==> config.mk <==
export PLATFORM = sky130hd
export DESIGN_NAME = pipe_adder32
export DESIGN_NICKNAME = d
export VERILOG_FILES = /design/src/rtl/alu_pkg.sv /design/src/rtl/pipe_add_stage.sv /design/src/rtl/pipe_adder32.sv
export SDC_FILE = /design/constraint.sdc
export NUM_CORES = 1
export LEC_CHECK = 0
export CELL_PAD_IN_SITES_DETAIL_PLACEMENT = 0
export CELL_PAD_IN_SITES_GLOBAL_PLACEMENT = 1
export CORE_ASPECT_RATIO = 0.7
export CORE_MARGIN = 4
export CORE_UTILIZATION = 35
export CTS_BUF_LIST = sky130_fd_sc_hd__clkbuf_8
export CTS_CLUSTER_DIAMETER = 40
export DETAILED_ROUTE_END_ITERATION = 6
export PLACE_DENSITY_LB_ADDON = 0.08
export SKIP_CTS_REPAIR_TIMING = 1
export SYNTH_ARGS = -nofsm -noshare
export SYNTH_HDL_FRONTEND = slang
export SYNTH_SLANG_ARGS = --single-unit
==> constraint.sdc <==
create_clock -name clk -period 3.09 [get_ports clk]
set_input_delay 0.927 -clock clk [delete_from_list [all_inputs] [get_ports clk]]
set_output_delay 0.927 -clock clk [all_outputs]
set_load 0.005 [all_outputs]
==> src/rtl/alu_pkg.sv <==
// Shared ALU datapath constants and word type.
//   ALU_WIDTH : default operand/sum width of the ALU word
//   ALU_SPLIT : default width of the low carry segment in pipe_adder32
//   word_t    : ALU word, shared with the downstream pipeline register
package alu_pkg;

  localparam int unsigned ALU_WIDTH = 32;
  localparam int unsigned ALU_SPLIT = 16;

  typedef logic [ALU_WIDTH-1:0] word_t;

endpackage : alu_pkg

==> src/rtl/pipe_add_stage.sv <==
// Generic valid/ready register slice: one valid flop plus a DW-bit data flop.
// The slice loads whenever it is empty or its downstream consumer takes the
// current word, so empty slots (bubbles) are always overwritten.
// Ports:
//   clk, rst    : rising-edge clock, asynchronous active-high reset
//   up_valid    : incoming word is valid
//   up_data     : incoming word
//   adv_c       : combinational, slice loads on this edge (upstream ready)
//   down_ready  : downstream consumes the held word this cycle
//   valid, data : registered slice contents
module pipe_add_stage #(
  parameter int unsigned DW = 1
) (
  input  logic          clk,
  input  logic          rst,
  input  logic          up_valid,
  input  logic [DW-1:0] up_data,
  output logic          adv_c,
  input  logic          down_ready,
  output logic          valid,
  output logic [DW-1:0] data
);

  // Advance when empty or the held word leaves this cycle.
  assign adv_c = !valid || down_ready;

  // Data loads unconditionally on advance; it only matters when valid is set.
  always_ff @(posedge clk or posedge rst) begin
    if (rst) begin
      valid <= 1'b0;
      data  <= '0;
    end else if (adv_c) begin
      valid <= up_valid;
      data  <= up_data;
    end
  end

endmodule : pipe_add_stage

==> src/rtl/pipe_adder32.sv <==
// Two-stage pipelined adder producing the ALU operand word.
// The low SPLIT bits (plus cin) are added in stage 1; the carry out of that
// half (c_mid) is registered and consumed by the high-half add in stage 2.
// Optional feature macro: PIPE_ADD_OVF_EN adds the registered signed-overflow
// output ovf.
// Ports:
//   clk, rst             : rising-edge clock, asynchronous active-high reset
//   in_valid / in_ready  : operand handshake (in_ready is combinational)
//   a, b, cin            : operands and carry in
//   out_valid / out_ready: result handshake
//   sum, cout            : registered (a + b + cin) and carry out
//   ovf                  : registered signed overflow (PIPE_ADD_OVF_EN only)
module pipe_adder32
  import alu_pkg::*;
#(
  parameter int unsigned WIDTH = ALU_WIDTH,
  parameter int unsigned SPLIT = ALU_SPLIT
) (
  input  logic             clk,
  input  logic             rst,
  input  logic             in_valid,
  output logic             in_ready,
  input  logic [WIDTH-1:0] a,
  input  logic [WIDTH-1:0] b,
  input  logic             cin,
  output logic             out_valid,
  input  logic             out_ready,
  output logic [WIDTH-1:0] sum,
  output logic             cout
`ifdef PIPE_ADD_OVF_EN
  ,
  output logic             ovf
`endif
);

  localparam int unsigned HW = WIDTH - SPLIT;
  localparam int unsigned LW = SPLIT + 1;
  localparam int unsigned HI_LSB = SPLIT + 1;
`ifdef PIPE_ADD_OVF_EN
  localparam int unsigned S1W = SPLIT + 1 + 2 * HW + 2;
  localparam int unsigned S2W = WIDTH + 2;
`else
  localparam int unsigned S1W = SPLIT + 1 + 2 * HW;
  localparam int unsigned S2W = WIDTH + 1;
`endif

  logic           adv1_c;
  logic           adv2_c;
  logic           v1;
  logic           v2;
  logic [S1W-1:0] s1_d;
  logic [S1W-1:0] s1_q;
  logic [S2W-1:0] s2_d;
  logic [S2W-1:0] s2_q;

  // Stage 1 combinational: low-half add, carry out lands in lo_full[SPLIT].
  logic [LW-1:0]  lo_full;
  assign lo_full = {1'b0, a[SPLIT-1:0]} + {1'b0, b[SPLIT-1:0]} + LW'(cin);

  // Stage 1 payload layout (LSB first): lo_sum, c_mid, b_hi, a_hi[, sb, sa].
`ifdef PIPE_ADD_OVF_EN
  assign s1_d = {a[WIDTH-1], b[WIDTH-1], a[WIDTH-1:SPLIT], b[WIDTH-1:SPLIT], lo_full};
`else
  assign s1_d = {a[WIDTH-1:SPLIT], b[WIDTH-1:SPLIT], lo_full};
`endif

  pipe_add_stage #(.DW(S1W)) u_stage1 (
    .clk        (clk),
    .rst        (rst),
    .up_valid   (in_valid),
    .up_data    (s1_d),
    .adv_c      (adv1_c),
    .down_ready (adv2_c),
    .valid      (v1),
    .data       (s1_q)
  );

  assign in_ready = adv1_c;

  // Unpack stage 1 registers.
  logic [SPLIT-1:0] lo_sum;
  logic             c_mid;
  logic [HW-1:0]    a_hi;
  logic [HW-1:0]    b_hi;
  assign lo_sum = s1_q[SPLIT-1:0];
  assign c_mid  = s1_q[SPLIT];
  assign b_hi   = s1_q[HI_LSB +: HW];
  assign a_hi   = s1_q[HI_LSB + HW +: HW];

  // Stage 2 combinational: high-half add; c_mid is the only cross-split carry.
  logic [HW:0] hi_full;
  assign hi_full = {1'b0, a_hi} + {1'b0, b_hi} + (HW + 1)'(c_mid);

`ifdef PIPE_ADD_OVF_EN
  // Overflow: like-signed operands producing a result of the other sign.
  logic sa;
  logic sb;
  logic ovf_c;
  assign sa    = s1_q[HI_LSB + 2 * HW + 1];
  assign sb    = s1_q[HI_LSB + 2 * HW];
  assign ovf_c = (sa == sb) && (hi_full[HW-1] != sa);
  assign s2_d  = {ovf_c, hi_full, lo_sum};
`else
  assign s2_d  = {hi_full, lo_sum};
`endif

  pipe_add_stage #(.DW(S2W)) u_stage2 (
    .clk        (clk),
    .rst        (rst),
    .up_valid   (v1),
    .up_data    (s2_d),
    .adv_c      (adv2_c),
    .down_ready (out_ready),
    .valid      (v2),
    .data       (s2_q)
  );

  // Outputs come straight from stage 2 flops.
  assign out_valid = v2;
  assign sum       = s2_q[WIDTH-1:0];
  assign cout      = s2_q[WIDTH];
`ifdef PIPE_ADD_OVF_EN
  assign ovf       = s2_q[WIDTH+1];
`endif

endmodule : pipe_adder32

==> results_dict.tcl <==
set metrics [dict create \
    ctsLongestPathBuffers 2 \
    dieWidth_um 148 \
    holdCritPathClass "flop to flop" \
    netlist_top_cells_area "sky130_fd_sc_hd__dfrtp_1, sky130_fd_sc_hd__nand2_1, sky130_fd_sc_hd__ha_1, sky130_fd_sc_hd__a21oi_1, sky130_fd_sc_hd__nor2_1" \
    cts_tree "yes" \
    core.rowCount 35 \
    yosys.area.top_type_share_pct 43.9 \
    grt_start_max_net_pins 57 \
    power.internal_mw 2.33 \
    layout_common_cells "sky130_fd_sc_hd__nand2_1, sky130_fd_sc_hd__clkdlybuf4s50_1, sky130_fd_sc_hd__dfrtp_1, sky130_fd_sc_hd__nor2_1, sky130_fd_sc_hd__a21oi_1" \
    switching_share_pct 33.8 \
    worst_pin_slew_ns 0.636 \
    grt.total_usage_pct 18.2 \
    start_kind "input port" \
    rsz0062_at_grt "false" \
    count_of_non_filler_cells_in_the_finished_layout 858 \
    hold_fails_final_rpt 0 \
    critical_path.endpoint_type "flop" \
    vias_in_the_first_global_route 4228 \
    worstPathRequired_ns 3.33 \
    ys.flop_type "sky130_fd_sc_hd__dfrtp_1" \
    period_needed_ns 3.01 \
    crit_start "cin" \
    total_of_flip_flops_plus_latches_after_synthesis 84 \
    yosys_warnings 0 \
    outcome "finished, final reports clean" \
    cp_top_family "adder cells" \
    timing.critical_path.cells "clkdlybuf4s50_1 -> fa_2 -> fa_2 -> a211oi_2 -> buf_4 -> o211ai_4 -> nand3_2 -> a2111oi_0 -> or3_1" \
    design.portCount 104 \
    sequential_cell_fraction_of_total_power_pct 41.5 \
    grt_first_pass_wirelength_um 22600 \
    r2r_start "u_stage1.data[16]" \
    power.density_mw_per_mm2 555 \
    worst-setup-path-type "input port to flop" \
    drtAntennaViolNets 0 \
    n_antenna_cell 0 \
    r2r_slack_ns 0.45 \
    globalRoute.totalOverflow 0 \
    ir_drop_mv 0.257 \
    cts_inserted_buffers 9 \
    syn-cell-area_mm2 0.00479 \
    relSlewSlack_pct 57.6 \
    numPortBuffers 103 \
    synth-edff-count 0 \
    drive_above_1_share_pct 6.84 \
    critical_path.reg2reg.endpoint "u_stage2.data[28]" \
    critPathCapture "u_stage1.data[14]" \
    syn_nets 664 \
    place_inst 841 \
    timing.final.max_slew_violations 0 \
    synth_async_reset_ratio_pct 100 \
    clock_skew_ns 0.00971 \
    worstRegToRegCells 7 \
    number_of_gates_on_the_worst_path_with_buffers_counted 9 \
    synth.yosys.seq_area_share_pct 43.9 \
    netlist-cell-type-count 51 \
    initial_utilization_pct 36.1 \
    switching_power_summed_over_all_nets_mw 1.19 \
    area_growth_pct 32.5 \
    pwr-share-comb_pct 35.7 \
    core_area_mm2 0.0133 \
    clock_tree.root_cell "sky130_fd_sc_hd__clkbuf_8" \
    post_drt_via_cell_ratio 5.07 \
    cts_h_tree_depth 3 \
    critPathArrivalTime_ns 3.25 \
    slowest_delay_ns 0.43 \
    avgSynthCellArea_um2 8.54 \
    number_of_antenna_violations_at_the_first_check_in_global_routing 0 \
    worst_skew_pair.late_latency_ns 0.36 \
    most_repeated_library_cell_on_the_critical_path "sky130_fd_sc_hd__fa_2" \
    numClockSinks 84 \
    num_vias 4348 \
    place.gp.congestion 0.843 \
    die_area_mm2 0.0157 \
    cts.clk_slew.worst_paths_ns 0.09 \
    die_height_um 106 \
    report.final.setup_viol 0 \
    routed_wire_length_per_instance_um 16.2 \
    detailedRoute.firstPassIterationCount 5 \
    final_net_count 771 \
    max_clock_freq_ghz 0.333 \
    slowest_stage "sky130_fd_sc_hd__clkdlybuf4s50_1" \
    setup_total_negative_slack_ns 0 \
    remaining_drc_errors 0 \
    dr.first_iter.drc_count 287 \
    synth_top_cell_by_area "sky130_fd_sc_hd__dfrtp_1" \
    worstPathMaxFanout 4 \
    dpl.hpwl_um 10600 \
    synth_cells 561 \
    post-route-period-util_pct 97.3 \
    mostFrequentLayoutCell "sky130_fd_sc_hd__nand2_1" \
    drt_wl_total_um 13900 \
    critical_path.n_buffers_inverters 2 \
    p_leak_nw 2.90 \
    drv_cap 0 \
    hold_ws_ns 0.471 \
    clock_power_share_pct 22.8 \
]
-- routing by layer --
layer  part of all wire (%)  vias up  GRT usage [%]
met1                     53     2064           29.1
met2                     40      127           24.7
met5                      0        -              0
met4                   0.34        0           3.63
met3                    6.2        5           4.43
li1                       -     2152              -
-- through the flow --
step / utilization [%] / total power [mW] / cell area [um2] / worst slack (ns)
final: 47.8 / 3.52 / 6350 / 0.0847
after global routing: 47.8 / 3.77 / 6350 / 0.0143
after CTS: 47.6 / 3.56 / 6310 / -0.116
after detailed placement: 46.1 / 2.74 / 6110 / -0.488
after global placement: 46.1 / 2.72 / 6110 / -0.462
after floorplan: - / 2.13 / 4800 / 0.0799
-- flip-flops by register name, indices dropped and copies added, names as in the netlist --
signal,count
u_stage1.valid,1
u_stage2.data,33
u_stage2.valid,1
u_stage1.data,49
-- cells in the mapped netlist, types with 3 or more instances --
cell type                     n
sky130_fd_sc_hd__nand2_1    188
sky130_fd_sc_hd__dfrtp_1     84
sky130_fd_sc_hd__nor2_1      36
sky130_fd_sc_hd__a21oi_1     33
sky130_fd_sc_hd__ha_1        30
sky130_fd_sc_hd__o21ai_1     24
sky130_fd_sc_hd__o21ai_0     14
sky130_fd_sc_hd__clkbuf_1    13
sky130_fd_sc_hd__xor2_1      13
sky130_fd_sc_hd__a21o_1      12
sky130_fd_sc_hd__a211oi_1    10
sky130_fd_sc_hd__inv_1        9
sky130_fd_sc_hd__nand3_1      8
sky130_fd_sc_hd__buf_2        6
sky130_fd_sc_hd__a31oi_1      4
sky130_fd_sc_hd__a41oi_1      4
sky130_fd_sc_hd__fa_1         4
sky130_fd_sc_hd__nand4_1      4
sky130_fd_sc_hd__nor3b_1      4
sky130_fd_sc_hd__o211ai_1     4
sky130_fd_sc_hd__o21a_1       4
sky130_fd_sc_hd__o21bai_1     4
sky130_fd_sc_hd__buf_1        3
sky130_fd_sc_hd__nand2b_1     3
sky130_fd_sc_hd__nor3_1       3
sky130_fd_sc_hd__nor4_1       3
sky130_fd_sc_hd__o2111ai_1    3
sky130_fd_sc_hd__o211a_1      3
sky130_fd_sc_hd__o31ai_1      3
sky130_fd_sc_hd__or3_1        3
sky130_fd_sc_hd__xnor2_1      3
-- worst register-to-register path, cell delays in order (launching register included) --
cell and delay, ns:
sky130_fd_sc_hd__dfrtp_1 0.42, sky130_fd_sc_hd__fa_1 0.49, sky130_fd_sc_hd__fa_1 0.45, sky130_fd_sc_hd__a211oi_1 0.34, sky130_fd_sc_hd__o211ai_1 0.17, sky130_fd_sc_hd__o211ai_1 0.25
sky130_fd_sc_hd__mux2_1 0.36, sky130_fd_sc_hd__nor2_1 0.10
-- kinds of logic (layout without fill, tap and decap cells) --
family | Yosys count | count (layout) | synth area share, %
simple gates | 258 | 258 | 21.9
compound gates | 135 | 135 | 18.6
flops | 84 | 84 | 43.9
fa+ha+maj | 34 | 34 | 9.50
buf+inv | 33 | 145 | 2.90
xor+xnor | 16 | 16 | 2.92
mux | 1 | 1 | 0.235
-- final cells by class --
type	instances	area, um2
clock inverters	7	75.1
fillers	1318	6920
flip-flops and latches	84	2100
inverters	10	41.3
well taps	185	231
multi-input cells	444	2580
repair buffers	119	1190
clock buffers	9	124
-- power groups by stage --
stage	clock network (mW)	registers [mW]	logic (mW)
finish	0.803	1.46	1.26
global placement	0	1.48	1.24
global route	0.879	1.49	1.40
floorplan	0	1.45	0.677
detailed placement	0	1.48	1.25
CTS	0.833	1.46	1.26
-- how the worst min path moves through the flow --
stage / start / endpoint / slack, ns / cells past startpoint
3_5_place_dp: u_stage1.valid / u_stage2.valid / 0.44 / 1
3_3_place_gp: u_stage1.valid / u_stage2.valid / 0.44 / 1
4_1_cts: u_stage1.valid / u_stage2.valid / 0.47 / 1
6_report: u_stage1.valid / u_stage2.valid / 0.47 / 1
5_1_grt: u_stage1.data[0] / u_stage1.data[0] / 0.50 / 2
2_1_floorplan: u_stage1.valid / u_stage2.valid / 0.43 / 1
Note: power is estimated with default switching activity, not from simulation.
